--- config.mk ---
export PLATFORM = sky130hd
export DESIGN_NAME = bit_serial_lu_seq_flat
export DESIGN_NICKNAME = d
export VERILOG_FILES = /design/src/rtl/bit_serial_lu_seq_pkg.sv /design/src/rtl/bit_serial_lu_seq_if.sv /design/src/rtl/bit_serial_lu_seq_lu_bit_cell.sv /design/src/rtl/bit_serial_lu_seq.sv /design/src/flat_wrapper.sv
export SDC_FILE = /design/constraint.sdc
export NUM_CORES = 1
export LEC_CHECK = 0
export CORE_UTILIZATION = 30
export CTS_BUF_LIST = sky130_fd_sc_hd__clkbuf_2 sky130_fd_sc_hd__clkbuf_4 sky130_fd_sc_hd__clkbuf_8
export CTS_CLUSTER_DIAMETER = 50
export CTS_CLUSTER_SIZE = 20
export DETAILED_ROUTE_END_ITERATION = 8
export SLEW_MARGIN = 0
export SYNTH_ARGS = -nofsm -noshare
export SYNTH_HDL_FRONTEND = slang
export SYNTH_HIERARCHICAL = 1
export SYNTH_SLANG_ARGS = --single-unit
export TNS_END_PERCENT = 10
--- constraint.sdc ---
create_clock -name clk -period 6.4 [get_ports clk]
set_input_delay 1.28 -clock clk [delete_from_list [all_inputs] [get_ports clk]]
set_output_delay 1.28 -clock clk [all_outputs]
set_load 0.1 [all_outputs]
--- src/rtl/bit_serial_lu_seq_pkg.sv ---
// Shared constants for the bit-serial logic unit: word width, opcode encodings,
// FSM state codes and the latched-operand record.
package bit_serial_lu_seq_pkg;

  localparam int WIDTH = 8;
  localparam int CNT_W = 3;

  localparam logic [2:0] OP_NOT_A = 3'b000;
  localparam logic [2:0] OP_AND   = 3'b001;
  localparam logic [2:0] OP_NAND  = 3'b010;
  localparam logic [2:0] OP_OR    = 3'b011;
  localparam logic [2:0] OP_NOR   = 3'b100;
  localparam logic [2:0] OP_XOR   = 3'b101;
  localparam logic [2:0] OP_XNOR  = 3'b110;
  localparam logic [2:0] OP_ZERO  = 3'b111;

  localparam logic [1:0] IDLE = 2'd0;
  localparam logic [1:0] RUN  = 2'd1;
  localparam logic [1:0] DONE = 2'd2;

  typedef struct packed {
    logic [WIDTH-1:0] a;
    logic [WIDTH-1:0] b;
    logic [2:0]       sel;
    logic             neg_b;
  } operands_t;

endpackage

--- src/rtl/bit_serial_lu_seq_if.sv ---
// Request/response bundle between a requester (master) and the bit-serial
// logic unit (slave).
interface bit_serial_lu_seq_if;
  import bit_serial_lu_seq_pkg::*;

  logic             start;
  logic [WIDTH-1:0] a;
  logic [WIDTH-1:0] b;
  logic [2:0]       sel;
  logic             neg_b;
  logic             busy;
  logic             done;
  logic [WIDTH-1:0] result;
  logic [CNT_W-1:0] bit_idx;

  modport master (
    output start, a, b, sel, neg_b,
    input  busy, done, result, bit_idx
  );

  modport slave (
    input  start, a, b, sel, neg_b,
    output busy, done, result, bit_idx
  );
endinterface

--- src/rtl/bit_serial_lu_seq_lu_bit_cell.sv ---
// One-bit logic cell: applies the selected operation to a single bit of A and
// the (optionally inverted) matching bit of B.
module lu_bit_cell
  import bit_serial_lu_seq_pkg::*;
(
  input  logic       a,
  input  logic       b,
  input  logic [2:0] sel,
  input  logic       neg_b,
  output logic       y
);

  logic bb;

  always_comb begin
    bb = b ^ neg_b;
    y  = 1'b0;
    case (sel)
      OP_NOT_A: y = ~a;
      OP_AND:   y = a & bb;
      OP_NAND:  y = ~(a & bb);
      OP_OR:    y = a | bb;
      OP_NOR:   y = ~(a | bb);
      OP_XOR:   y = a ^ bb;
      OP_XNOR:  y = ~(a ^ bb);
      OP_ZERO:  y = 1'b0;
      default:  y = 1'b0;
    endcase
  end

endmodule

--- src/rtl/bit_serial_lu_seq.sv ---
// Bit-serial logic unit: latches an operand pair, evaluates one bit per clock
// LSB first through a single lu_bit_cell, then publishes the whole word at once.
module bit_serial_lu_seq
  import bit_serial_lu_seq_pkg::*;
(
  input  logic                clk,
  input  logic                reset,
  bit_serial_lu_seq_if.slave  bus
);

  logic [1:0]       state_reg;
  logic [CNT_W-1:0] cnt_reg;
  operands_t        ops_reg;
  logic [WIDTH-1:0] shift_reg;
  logic [WIDTH-1:0] result_reg;
  logic             done_reg;
  logic             bit_y;
  logic             last_bit;

  lu_bit_cell u_cell (
    .a     (ops_reg.a[cnt_reg]),
    .b     (ops_reg.b[cnt_reg]),
    .sel   (ops_reg.sel),
    .neg_b (ops_reg.neg_b),
    .y     (bit_y)
  );

  assign last_bit = (cnt_reg == CNT_W'(WIDTH - 1));

  always_ff @(posedge clk) begin
    if (reset) begin
      state_reg  <= IDLE;
      cnt_reg    <= '0;
      ops_reg    <= '0;
      shift_reg  <= '0;
      result_reg <= '0;
      done_reg   <= 1'b0;
    end else begin
      done_reg <= 1'b0;
      case (state_reg)
        IDLE: begin
          if (bus.start) begin
            ops_reg   <= '{a: bus.a, b: bus.b, sel: bus.sel, neg_b: bus.neg_b};
            cnt_reg   <= '0;
            shift_reg <= '0;
            state_reg <= RUN;
          end
        end
        RUN: begin
          shift_reg[cnt_reg] <= bit_y;
          if (last_bit) begin
            // The final bit bypasses shift_reg so result updates in one step.
            result_reg <= {bit_y, shift_reg[WIDTH-2:0]};
            done_reg   <= 1'b1;
            cnt_reg    <= '0;
            state_reg  <= DONE;
          end else begin
            cnt_reg <= cnt_reg + 1'b1;
          end
        end
        DONE: begin
          state_reg <= IDLE;
        end
        default: begin
          state_reg <= IDLE;
        end
      endcase
    end
  end

  assign bus.busy    = (state_reg == RUN) || (state_reg == DONE);
  assign bus.done    = done_reg;
  assign bus.result  = result_reg;
  assign bus.bit_idx = (state_reg == RUN) ? cnt_reg : '0;

endmodule

--- src/flat_wrapper.sv ---
// flat-port wrapper written by rule: the top's interface ports become plain ports
module bit_serial_lu_seq_flat import bit_serial_lu_seq_pkg::*;
  (clk, reset, bus_start, bus_a, bus_b, bus_sel, bus_neg_b, bus_busy, bus_done, bus_result, bus_bit_idx);
  bit_serial_lu_seq_if bus_i ();
  input  logic clk;
  input  logic reset;
  input wire logic [$bits(bus_i.start)-1:0] bus_start;
  input wire logic [$bits(bus_i.a)-1:0] bus_a;
  input wire logic [$bits(bus_i.b)-1:0] bus_b;
  input wire logic [$bits(bus_i.sel)-1:0] bus_sel;
  input wire logic [$bits(bus_i.neg_b)-1:0] bus_neg_b;
  output wire logic [$bits(bus_i.busy)-1:0] bus_busy;
  output wire logic [$bits(bus_i.done)-1:0] bus_done;
  output wire logic [$bits(bus_i.result)-1:0] bus_result;
  output wire logic [$bits(bus_i.bit_idx)-1:0] bus_bit_idx;
  assign bus_i.start = bus_start;
  assign bus_i.a = bus_a;
  assign bus_i.b = bus_b;
  assign bus_i.sel = bus_sel;
  assign bus_i.neg_b = bus_neg_b;
  assign bus_busy = bus_i.busy;
  assign bus_done = bus_i.done;
  assign bus_result = bus_i.result;
  assign bus_bit_idx = bus_i.bit_idx;
  bit_serial_lu_seq u_core (.clk(clk), .reset(reset), .bus(bus_i));
endmodule
# [After elaboration in Yosys (flattened, before gate mapping)]
# Index checks and enable logic that the tools add are counted.
[classes] n_addsub=1 n_lt_le_gt_ge=2 eq_ne=12 muxes=18 bitwise=9 n_reduce_logical=10
[ops] op="case mux 8 bit (2 select lines)" n=1
[ops] op="equality test 3 bit, second input constant" n=5
[ops] op="two-way mux 3 bit" n=3
[ops] op="bitwise mux 8 bit" n=1
[ops] op="two-way mux 8 bit" n=1
[ops] op="case mux 1 bit (8 select lines)" n=1
[ops] op="AND reduction 2 bit" n=4
[ops] op="binary-select mux 1 bit (select 3 bit)" n=2
[ops] op="equality test 3 x 2 -> 1 bit, second input constant" n=2
[ops] op="case mux 3 bit (2 select lines)" n=1
[ops] op="NOT 1 bit" n=5
[ops] op="less-than comparator 3 x 4 -> 1 bit, second input constant" n=1
[ops] op="two-way mux 1 bit" n=4
[ops] op="two-way mux 2 bit" n=2
[ops] op="case mux 2 bit (2 select lines)" n=1
[ops] op="adder 3 x 1 -> 3 bit, second input constant" n=1
[ops] op="demux 1 bit (select 3 bit)" n=1
[ops] op="equality test 3 x 1 -> 1 bit, second input constant" n=1
[ops] op="greater-or-equal comparator 3 x 1 -> 1 bit, second input constant" n=1
[ops] op="logical NOT 3 bit" n=1
[ops] op="equality test 2 x 1 -> 1 bit, second input constant" n=1
[ops] op="equality test 2 bit, second input constant" n=1
[ops] op="logical NOT 2 bit" n=1
[ops] op="inequality test 2 x 1 -> 1 bit, second input constant" n=1
[ops] op="8 further kinds" n=9
[totals] register_bits=42 input_bits=23

# [Longest topological paths before layout]
# Gate-level depths: netlist of run 1.
[logic_depth] depth_word=8 mapped_depth=13

# [Cells and area by module]
# The synthesis of run 1 kept the hierarchy.
[modules_own_cells] module="bit_serial_lu_seq" n_inst=1 cells_per_inst=223 area_each_um2=1873.0 seq_area_each_um2=820.8
[modules_own_cells] module="lu_bit_cell" n_inst=1 cells_per_inst=12 area_each_um2=111.4 seq_area_each_um2=0.0

# [Worst setup path before layout of run 1]
# Ideal clock, no wire load.
[synth_path] path_type="register to output" start="register u_core.state_reg[1]" end="output bus_bit_idx[0]" t_arrival_ps=1701 required_ps=5120 setup_slack_ps=3419 stages_incl_launch_ff=6 n_path_buf=2 path_cell_list="dfxtp_1 inv_1 ha_1 buf_6 clkbuf_1 and2_1"
[synth_between] elab_chain_len=2
[synth_rtl] item="start: declaration" line_no="bit_serial_lu_seq.sv:11" rtl="logic [1:0] state_reg;"
[synth_rtl] item="start signal: assignment" line_no="bit_serial_lu_seq.sv:32" rtl="state_reg <= IDLE;"
[synth_rtl] item="start signal: assignment" line_no="bit_serial_lu_seq.sv:46" rtl="state_reg <= RUN;"
[synth_rtl] item="start signal: assignment" line_no="bit_serial_lu_seq.sv:56" rtl="state_reg <= DONE;"
[synth_rtl] item="equality test 2 x 1 -> 1 bit" line_no="bit_serial_lu_seq.sv:74" rtl="assign bus.bit_idx = (state_reg == RUN) ? cnt_reg : '0;"
[synth_rtl] item="two-way mux 3 bit" line_no="bit_serial_lu_seq.sv:74"
[synth_rtl] item="end: declaration" line_no="flat_wrapper.sv:15" rtl="output wire logic [$bits(bus_i.bit_idx)-1:0] bus_bit_idx;"
# Every way passes these cells.

# [Worst setup path in the final report of run 1]
[layout_path] start="register u_core.state_reg[1]" end="output bus_bit_idx[1]"
# Same word-level chain as after synthesis.

==> flow_summary_export.csv, run 1 <==
group,metric,value,unit
clock_network,root_buffer,"clkbuf_8",
floorplan,core,6350,um^2
cells_and_area,fin_nets,290,
power_and_ir_drop,p_per_area,245,nW/um^2
worst_setup_path,crit_required,5.12,ns
logic_synthesis,postSynthNetCount,266,
logic_synthesis,syn_avg_cell_area,8.44,um^2
cells_and_area,diodes,0,
logic_synthesis,synth-simple-area-share,21.8,%
logic_synthesis,synth_edf_count,0,
logic_synthesis,synth_ff_type,"dfxtp_1",
timing,setup_viol,0,
clock_network,path_clk_slew,0.08,ns
grt,grt_use_total,12.8,%
logic_synthesis,synth_top_area_share,41.4,%
cells_and_area,num-fill-cells,655,
logic_synthesis,netlist_area,1980,um^2
drt,drt_first_pass_iters,4,
timing,setup-tns-final,0,ns
power_and_ir_drop,irDropWorstVdd,0.129,mV
grt,grt_max_degree,31,
floorplan,ios,36,
floorplan,fp-row-count,29,
min_path,hp-class,"register to register",
drt,ant_nets,0,
cells_and_area,final_cell_mix,"52 x nand2_1, 41 x a21oi_1, 41 x dfxtp_1",
floorplan,die_x,83.3,um
grt,grt_pass1_vias,1643,
floorplan,die_area,6940,um^2
logic_synthesis,synth_top_family_by_area,"simple AND/OR/NAND/NOR gates",
clock_network,insertion_delay,0.29,ns
floorplan,chipHeight,83.3,um
timing,finalCritPeriodShare,60.7,%
logic_synthesis,synthTopCellsByArea,"dfxtp_1 41%, a21oi_1 10%, nand2_1 9.8%",
cells_and_area,area_growth,23.3,%
logic_synthesis,synthMuxAreaShare,6.05,%
logic_synthesis,ys_seq_elements,41,
timing,slew_headroom,34.9,%
cells_and_area,fin_cells,337,
timing,tightest_slew,0.974,ns
drt,wire_per_inst,12.1,um
cells_and_area,layout_commonest_cell,"nand2_1",
worst_setup_path,path_max_fanout,18,
logic_synthesis,netlist_instances,235,
worst_setup_path,critPathCaptureType,"primary output",
flow_run,cap_violations,0,
placed_design,gp_congestion,0.773,
floorplan,start_util,31.3,%
clock_network,cts_inserted_buffers,5,
drt,drtIter0Drc,80,
timing,hold_ws,0.452,ns
clock_network,post_cts_buffers,0,
clock_network,htreeDepth,2,
timing,finalCriticalPeriod,3.89,ns
clock_network,clock-sinks,41,
power_and_ir_drop,power.leakage,0.869,nW
grt,grt_pass1_wl,7290,um
drt,via_per_inst,4.82,
placed_design,place_area,2330,um^2
clock_network,ctsHoldBuffers,0,
worst_setup_path,crit_type,"register to primary output",
grt,antenna_found_initial,0,
logic_synthesis,async_flop_share,0,%
cells_and_area,largest_reg_flops,20,
logic_synthesis,synth.yosys.seq_area_share,41.4,%
logic_synthesis,synth-xor-area-share,0.441,%
placed_design,dp_cells,329,
cells_and_area,drive_gt1_share,5.00,%
timing,grt_setup_unrepaired,"no",
worst_setup_path,crit_arrival,2.61,ns
drt,drc,0,
cells_and_area,fin_area,2450,um^2
timing,fin_worst_skew,0.00983,ns
drt,finalWirelength,4080,um
timing,slew_violations,0,
status,outcome,"finished, final reports clean",
placed_design,place_hpwl,2750,um
placed_design,portBuffers,35,
clock_network,cts_tree,"done",
drt,num_vias,1623,
grt,grt-ovfl-total,0,
logic_synthesis,yosys.area.top_type,"dfxtp_1",
timing,finalHoldViolations,0,
logic_synthesis,synth-compound-area-share,17.8,%
clock_network,ctsResizeCount,0,
logic_synthesis,ys_types,34,
logic_synthesis,synth-adder-area-share,5.04,%
logic_synthesis,yosys_warnings,6,
timing,fmax,0.257,GHz
worst_setup_path,critPathLaunchType,"register",
clock_network,clockBufferDepth,2,
==> cell families (layout without fill, tap and decap cells) <==
kind of cell	count (synthesis)	in the layout
simple gates	90	90
compound gates	58	58
flops	41	41
buf+inv	29	54
fa+ha+maj	8	8
mux	8	8
xor+xnor	1	1
==> final timing paths <==
kind | from | end | slack [ns] | cells after the start
worst max register to register | u_core/cnt_reg[0]$_SDFFE_PP0P_ | u_core/shift_reg[4]$_SDFFE_PP0P_ | 2.81 | 11
worst min-delay path | u_core/bus.result[5]$_SDFFE_PP0P_ | u_core/bus.result[5]$_SDFFE_PP0P_ | 0.45 | 2
worst max-delay path | u_core/state_reg[1]$_SDFFE_PP0P_ | bus_bit_idx[1] | 2.51 | 4
worst min register to register | u_core/bus.result[5]$_SDFFE_PP0P_ | u_core/bus.result[5]$_SDFFE_PP0P_ | 0.45 | 2
==> per-layer routing <==
metal / vias up / share of wire [%] / track usage, %
met5: - / 0 / 0
met4: 0 / 1.4 / 4.70
met3: 8 / 4.5 / 3.38
met2: 33 / 46 / 21.6
met1: 725 / 48 / 15.7
li1: 857 / - / -
==> worst max-delay path, stage by stage, from the launching register on <==
cell,delay [ns]
dfxtp_1,0.31
inv_1,0.12
ha_1,0.55
and2_1,0.21
clkdlybuf4s50_1,1.12
==> metrics by stage <==
stage               utilization, %  power [mW]  setup slack, ns
floorplan                        -       0.363             3.42
global placement              36.7       0.386             2.87
detailed placement            36.7       0.388             2.80
CTS                           38.5       0.608             2.49
global route                  38.5       0.632             2.37
finish                        38.5       0.599             2.51
==> power by group <==
group	total, mW	internal, mW	switching [mW]
Combinational	0.103	0.0439	0.0596
Clock	0.217	0.131	0.0858
Sequential	0.278	0.267	0.0111
Total	0.599	0.442	0.156
==> area by class of cell <==
cell class	count	area, um^2	area share [%]
Clock inverter	1	30.0	1.23
Clock buffer	7	90.1	3.68
Inverter	10	37.5	1.53
Sequential cell	41	821	33.5
Timing Repair Buffer	36	358	14.6
Tap cell	77	96.3	3.94
Multi-Input combinational cell	165	1010	41.5
==> cell usage after synthesis, types with 3 or more instances <==
library cell / instances
mux2i_1: 3
a21oi_1: 41
buf_6: 3
nor2_1: 3
ha_1: 8
nand3_1: 11
nand3b_1: 3
nand2_1: 52
nand2b_1: 6
and2_1: 4
or3b_1: 4
dfxtp_1: 41
inv_1: 10
buf_4: 4
o32ai_1: 7
clkbuf_1: 10
(Power assumes the default switching activity.)
==> inputs of run 2 (changes only) <==
clock period = 3.2 ns   (was 6.4 ns; I/O delays follow)
==> run 2 against run 1 <==
Setup slack got worse by 2.3 ns. Clock-buffer cell count decreased by 2. Via count increased by 3.6%. Highest routed layer unchanged.
==> flow_summary_export.csv, run 2 (synthesized netlist as in run 1, its figures left out) <==
group,metric,value,unit
placed_design,pre_cts_ws,0.111,ns
clock_network,insertion_delay,0.30,ns
cells_and_area,fin_area,2480,um^2
drt,wl_met3,169,um
cells_and_area,final_util,39.1,%
worst_setup_path,crit_type,"register to register",
worst_setup_path,critPathLaunchType,"register",
floorplan,fp-row-count,29,
floorplan,core,6350,um^2
drt,wire_per_inst,12.1,um
clock_network,clockBufferDepth,2,
grt,grt_pass1_vias,1686,
timing,grt_setup_unrepaired,"no",
timing,setup-tns-final,0,ns
status,outcome,"finished, final reports clean",
worst_setup_path,critPathCaptureType,"register",
timing,finalCriticalPeriod,2.98,ns
drt,ant_nets,0,
placed_design,gp_congestion,0.728,
timing,finalCritPeriodShare,93.3,%
drt,drtIter0Drc,77,
placed_design,place_hpwl,2820,um
cells_and_area,fin_nets,295,
floorplan,ios,36,
clock_network,cts_tree,"done",
drt,finalWirelength,4140,um
clock_network,path_clk_slew,0.08,ns
min_path,hp-class,"register to register",
floorplan,die_x,83.3,um
cells_and_area,diodes,0,
power_and_ir_drop,power,1.26,mW
power_and_ir_drop,power.leakage,0.935,nW
floorplan,die_area,6940,um^2
clock_network,root_buffer,"clkbuf_8",
cells_and_area,area_growth,25.0,%
grt,grt_max_degree,42,
power_and_ir_drop,irDropWorstVdd,0.247,mV
placed_design,place_area,2330,um^2
clock_network,ctsResizeCount,0,
drt,wl_met2,1890,um
timing,setup_viol,0,
timing,setup_slack,0.216,ns
cells_and_area,largest_reg_flops,20,
cells_and_area,final_cell_mix,"52 x nand2_1, 41 x a21oi_1, 40 x dfxtp_1",
flow_run,cap_violations,0,
grt,grt_pass1_wl,7100,um
cells_and_area,layout_commonest_cell,"nand2_1",
grt,grt-ovfl-total,0,
worst_setup_path,path_max_fanout,5,
worst_setup_path,crit_required,3.41,ns
placed_design,portBuffers,35,
clock_network,htreeDepth,2,
timing,tightest_slew,0.893,ns
clock_network,cts_inserted_buffers,5,
floorplan,chipHeight,83.3,um
timing,fmax,0.335,GHz
grt,grt_use_total,12.5,%
drt,highest_layer,"met4",
clock_network,post_cts_buffers,0,
worst_setup_path,crit_arrival,3.19,ns
cells_and_area,drive_gt1_share,12.8,%
power_and_ir_drop,p_per_area,510,nW/um^2
grt,antenna_found_initial,0,
floorplan,start_util,31.3,%
drt,num_vias,1681,
drt,drt_first_pass_iters,4,
timing,fin_worst_skew,0.00702,ns
drt,drc,0,
clock_network,ctsHoldBuffers,0,
timing,slew_violations,0,
timing,finalHoldViolations,0,
drt,wl_met1,2010,um
timing,slew_headroom,38.8,%
drt,via_per_inst,4.92,
clock_network,clock-sinks,41,
run 2: layout make-up:
| type | count | area, um^2 |
|---|---|---|
| fill | 670 | 3870 |
| multi-input combinational | 165 | 1030 |
| sequential | 41 | 822 |
| timing repair buffer | 41 | 363 |
| tap | 77 | 96.3 |
| clock buffer | 5 | 68.8 |
| clock inverter | 3 | 65.1 |
| inverter | 10 | 37.5 |
run 2: final timing paths:
| path | startpoint | to | slack, ns | cells after the start |
|---|---|---|---|---|
| setup / recovery | u_core/cnt_reg[0]$_SDFFE_PP0P_ | u_core/shift_reg[4]$_SDFFE_PP0P_ | 0.22 | 11 |
| hold / removal | u_core/bus.result[5]$_SDFFE_PP0P_ | u_core/bus.result[5]$_SDFFE_PP0P_ | 0.45 | 2 |
| setup reg to reg | u_core/cnt_reg[0]$_SDFFE_PP0P_ | u_core/shift_reg[4]$_SDFFE_PP0P_ | 0.22 | 11 |
| hold reg to reg | u_core/bus.result[5]$_SDFFE_PP0P_ | u_core/bus.result[5]$_SDFFE_PP0P_ | 0.45 | 2 |
run 2: layer usage:
metal / global-route usage [%] / up-vias
li1: - / 864
met1: 14.4 / 775
met2: 21.9 / 35
met3: 3.18 / 7
met4: 5.64 / 0
met5: 0 / -
run 2: report_power, final:
group	internal, mW	switching [mW]	total [mW]
Combinational	0.0923	0.128	0.221
Sequential	0.534	0.0171	0.552
Clock	0.310	0.182	0.492
run 2: per-stage QoR:
step / hold slack [ns] / std cells
after floorplan: 0.431 / 235
after global placement: 0.443 / 334
after detailed placement: 0.448 / 334
after CTS: 0.459 / 342
after global routing: 0.477 / 342
final: 0.455 / 342
run 2: worst max-delay path, cell delays in order (launching register included):
cell	delay (ns)
dfxtp_2	0.39
mux4_1	0.55
mux2_2	0.29
xor2_1	0.17
inv_1	0.06
ha_1	0.29
or2b_1	0.10
o31ai_1	0.08
a221oi_2	0.32
and2b_1	0.21
nand4_1	0.18
o32ai_2	0.25
